<file path="src/rtl/axi4l_pkg.sv">
// Shared types and response codes for the AXI4-Lite write master.
package axi4l_pkg;

  typedef enum logic [1:0] {
    IDLE = 2'd0,
    SEND = 2'd1,
    RESP = 2'd2
  } wr_state_t;

  localparam logic [1:0] RESP_OKAY   = 2'b00;
  localparam logic [1:0] RESP_EXOKAY = 2'b01;
  localparam logic [1:0] RESP_SLVERR = 2'b10;
  localparam logic [1:0] RESP_DECERR = 2'b11;

endpackage

</file>
<file path="src/rtl/axi4l_write_master.sv">
// Turns single user write requests into AXI4-Lite AW/W/B transactions,
// one outstanding write at a time; requests arriving while busy are dropped.
module axi4l_write_master
  import axi4l_pkg::*;
#(
  parameter int WIDTH_ADDR = 32,
  parameter int WIDTH_DATA = 32
) (
  input  logic                    clk,
  input  logic                    reset,
  input  logic                    write_en,
  input  logic [WIDTH_ADDR-1:0]   write_addr_in,
  input  logic [WIDTH_DATA-1:0]   write_data_in,
  input  logic [WIDTH_DATA/8-1:0] strobe_in,
  output logic                    write_done,
  output logic [1:0]              write_resp,
  output logic                    write_busy,
  output logic                    write_drop,
  output logic [WIDTH_ADDR-1:0]   awaddr,
  output logic [2:0]              awprot,
  output logic                    awvalid,
  input  logic                    awready,
  output logic [WIDTH_DATA-1:0]   wdata,
  output logic [WIDTH_DATA/8-1:0] wstrb,
  output logic                    wvalid,
  input  logic                    wready,
  input  logic [1:0]              bresp,
  input  logic                    bvalid,
  output logic                    bready
);

  wr_state_t state;
  logic      aw_done;
  logic      w_done;
  logic      aw_hs;
  logic      w_hs;

  assign aw_hs      = awvalid & awready;
  assign w_hs       = wvalid & wready;
  assign awprot     = 3'b000;
  assign write_busy = (state != IDLE);

  // AW and W complete independently; the flags remember an earlier handshake
  // so RESP is entered once both channels have finished, in any order.
  always_ff @(posedge clk or posedge reset) begin
    if (reset) begin
      state      <= IDLE;
      awvalid    <= 1'b0;
      wvalid     <= 1'b0;
      bready     <= 1'b0;
      aw_done    <= 1'b0;
      w_done     <= 1'b0;
      awaddr     <= '0;
      wdata      <= '0;
      wstrb      <= '0;
      write_done <= 1'b0;
      write_drop <= 1'b0;
      write_resp <= RESP_OKAY;
    end else begin
      write_done <= 1'b0;
      write_drop <= 1'b0;
      unique case (state)
        IDLE: begin
          if (write_en) begin
            awaddr  <= write_addr_in;
            wdata   <= write_data_in;
            wstrb   <= strobe_in;
            awvalid <= 1'b1;
            wvalid  <= 1'b1;
            aw_done <= 1'b0;
            w_done  <= 1'b0;
            state   <= SEND;
          end
        end
        SEND: begin
          write_drop <= write_en;
          if (aw_hs) awvalid <= 1'b0;
          if (w_hs)  wvalid  <= 1'b0;
          if ((aw_done | aw_hs) && (w_done | w_hs)) begin
            aw_done <= 1'b0;
            w_done  <= 1'b0;
            bready  <= 1'b1;
            state   <= RESP;
          end else begin
            aw_done <= aw_done | aw_hs;
            w_done  <= w_done | w_hs;
          end
        end
        RESP: begin
          write_drop <= write_en;
          if (bvalid && bready) begin
            bready     <= 1'b0;
            write_resp <= bresp;
            write_done <= 1'b1;
            state      <= IDLE;
          end
        end
        default: state <= IDLE;
      endcase
    end
  end

endmodule

</file>
<file path="config.mk">
export PLATFORM = sky130hd
export DESIGN_NAME = axi4l_write_master
export DESIGN_NICKNAME = d
export VERILOG_FILES = /design/src/rtl/axi4l_pkg.sv /design/src/rtl/axi4l_write_master.sv
export SDC_FILE = /design/constraint.sdc
export NUM_CORES = 1
export LEC_CHECK = 0
export CAP_MARGIN = 20
export CELL_PAD_IN_SITES_DETAIL_PLACEMENT = 0
export CELL_PAD_IN_SITES_GLOBAL_PLACEMENT = 1
export CORE_MARGIN = 2
export CORE_UTILIZATION = 34
export DETAILED_ROUTE_END_ITERATION = 12
export PLACE_DENSITY = 0.86
export SYNTH_ARGS = -nofsm -noshare
export SYNTH_HDL_FRONTEND = slang
export SYNTH_SLANG_ARGS = --single-unit
export TNS_END_PERCENT = 50
</file>
<file path="constraint.sdc">
create_clock -name clk -period 4.14 [get_ports clk]
set_input_delay 0.414 -clock clk [delete_from_list [all_inputs] [get_ports clk]]
set_output_delay 0.414 -clock clk [all_outputs]
set_load 0.01 [all_outputs]
</file>
==> run_results.csv <==
group,metric,value,unit
status,outcome,"finished, final reports clean",
detailed_routing,postRouteWirelength,6860,microns
sta,drv_slew,0,
place,dp.cells,454,
worst_setup_path,start_kind,"register",
synthesis,seq_area_frac_synth,0.6243,
detailed_routing,dr_wl_met2,3257,microns
pwr,power_density,754.8,nW/um^2
cells_and_area,final_cells,470,
sta,setup_viol,0,
synthesis,yosysTopAreaCellShare,0.6243,
sta,hold_slack,485.2,ps
synthesis,ys_warn_count,0,
sta,finalCriticalPeriod,2146,ps
worst_setup_path,critPathArrivalTime,1730,ps
sta,finalHoldViolations,0,
place,io_buffers,151,
floorplanning,rows,35,
synthesis,synth-xor-area-share,0,
detailed_routing,drcViolationCount,0,
detailed_routing,drt_iter0_drc,35,
detailed_routing,antenna_left,0,
detailed_routing,wl_met1,2941,microns
worst_setup_path,cp_max_fo,6,
sta,rsz0062_at_grt,"false",
detailed_routing,highest_layer,"met4",
floorplanning,io_pins,155,
sta,max_freq,466.0,MHz
synthesis,synthCells,199,
detailed_routing,vias_per_cell,4.655,
worst_hold_path,hold_class,"in -> async",
sta,slew_headroom,0.3221,
synthesis,syn_avg_cell_area,15.91,sq um
synthesis,synth_top_family_by_area,"multiplexers",
pwr,vdd_drop_max,0.4175,mV
clock_tree,numCtsBuffers,9,
global_route,grt_pass1_wl,10840,microns
place,gp_congestion,0.7153,
floorplanning,dieArea,10100,sq um
clock_tree,path_clk_slew,80,ps
global_route,grt_overflow_total,0,
clock_tree,cts.path.max_buffers,2,
clock_tree,cts-root-buf,"clkbuf_8",
place,hpwl,4873,microns
floorplanning,initial_utilization,0.3460,
sta,tightest_slew,1017,ps
cells_and_area,diodes,0,
worst_setup_path,end_kind,"output port",
sta,fin_setup_tns,0,ps
detailed_routing,first_pass_iters,4,
clock_tree,cts_setup_buffers,0,
global_route,antenna_found_initial,0,
sta,finalCritPeriodShare,0.5183,
worst_setup_path,crit_required,3730,ps
synthesis,synth_mux_area_frac,0.2762,
detailed_routing,wl_per_cell,14.60,microns
floorplanning,die_width,100.5,microns
clock_tree,cts_resized,0,
synthesis,synth.top_cells.by_area,"dfrtp_1, mux2_2, mux2_4",
sta,finClkSkew,7.557,ps
synthesis,synthAdderAreaFrac,0.01580,
synthesis,yosys.area.top_type,"dfrtp_1",
flow_run,cap_violations,0,
floorplanning,core,9153,sq um
place,pre_cts_slack,1799,ps
global_route,grt_usage,0.1373,
sta,setup_slack,1994,ps
synthesis,synth_seq_cells,79,
synthesis,yosys.area_share.simple,0.01857,
global_route,grt_max_degree,69,
global_route,grt_pass1_vias,2225,
worst_setup_path,critical_path_class,"reg -> out",
synthesis,synth_compound_area_frac,0.03516,
clock_tree,htree_num_levels,3,
cells_and_area,fin_nets,434,
cells_and_area,layout-drive-gt1-share,0.2479,
clock_tree,clkLatencyLatePin,330,ps
clock_tree,ctsHoldBuffers,0,
pwr,p_leak,2.172,nW
clock_tree,clkSinkCount,79,
detailed_routing,route.vias.total,2188,
cells_and_area,final_util,0.5449,
synthesis,syn_area,3167,sq um
cells_and_area,area_growth,57.49,%
floorplanning,die_h,100.5,microns
clock_tree,cts_tree,"built",
detailed_routing,met3WireLength,580,microns
synthesis,ys_types,21,
power breakdown:
group | leakage [nW] | switching (mW) | internal (mW)
Sequential | 0.931 | 0.204 | 1.16
Combinational | 1.13 | 0.628 | 1.15
Clock | 0.110 | 0.271 | 0.356
Total | 2.17 | 1.10 | 2.66
routing by layer:
metal | global-route usage | vias to the layer above
met5 | 0 | -
met4 | 0.06006 | 0
met3 | 0.05201 | 11
met2 | 0.2112 | 95
met1 | 0.1732 | 1085
li1 | - | 997
worst paths after layout:
check	to	start	slack (ps)	cells after the start
max in group asynchronous	awaddr[16]	reset	2700	3
worst min-delay path	wdata[19]	reset	490	2
worst min register to register	wdata[15]	wdata[15]	510	1
worst max register to register	awaddr[26]	state[0]	2050	4
min in group clk	wdata[15]	wdata[15]	510	1
worst max-delay path	write_busy	state[0]	1990	4
placed cells by master (no fill, tap or decap), drive strengths merged, types with 3 or more instances in the layout:
cell / n
clkdlybuf4s50: 151
dfrtp: 79
mux2: 71
clkbuf: 11
nand2: 8
a21oi: 5
o21ai: 5
ha: 4
inv: 3
conb: 3
clkinv: 3
cell usage after synthesis (all sizes together):
library cell / n
a21o: 2
a21oi: 5
a22o: 1
a32o: 2
and2: 2
and3: 1
buf: 10
conb: 1
dfrtp: 79
ha: 4
inv: 4
mux2: 71
nand2: 8
nand2b: 1
nor2: 1
o21ai: 5
o22a: 1
o2bb2ai: 1
worst max-delay path, stage by stage, from the launching register on:
cell and delay, ps:
dfrtp_1 400, inv_1 110, ha_1 300, inv_1 90, clkdlybuf4s50_1 490
flip-flops by register name, summed over array words and instances (netlist names):
signal and count:
write_resp 2, state 2, w_done 1, write_done 1, bready 1, awaddr 32, wdata 32, awvalid 1
write_drop 1, aw_done 1, wvalid 1, wstrb 4
through the flow:
| step | instance area (sq um) | total power [mW] |
|---|---|---|
| finish | 4987 | 3.764 |
| global route | 4987 | 4.012 |
| CTS | 4987 | 3.825 |
| detailed placement | 4765 | 3.170 |
| global placement | 4765 | 3.135 |
| floorplan | 3174 | 2.216 |
cells by family after synthesis:
| group | count (synthesis) |
|---|---|
| buffers and inverters | 14 |
| adders and majority gates | 4 |
| other | 1 |
| DFF | 79 |
| muxes | 71 |
| AOI/OAI and AO/OA | 17 |
| and+or+nand+nor | 13 |
area by class of cell:
cell class | count | area (sq um)
Multi-Input combinational cell | 108 | 1114
Timing Repair Buffer | 152 | 1519
Sequential cell | 79 | 1977
Inverter | 4 | 16.27
Clock inverter | 5 | 81.33
Tap cell | 111 | 138.9
Clock buffer | 11 | 141.4
Fill cell | 809 | 4165
Power figures use the tool's default switching activity.
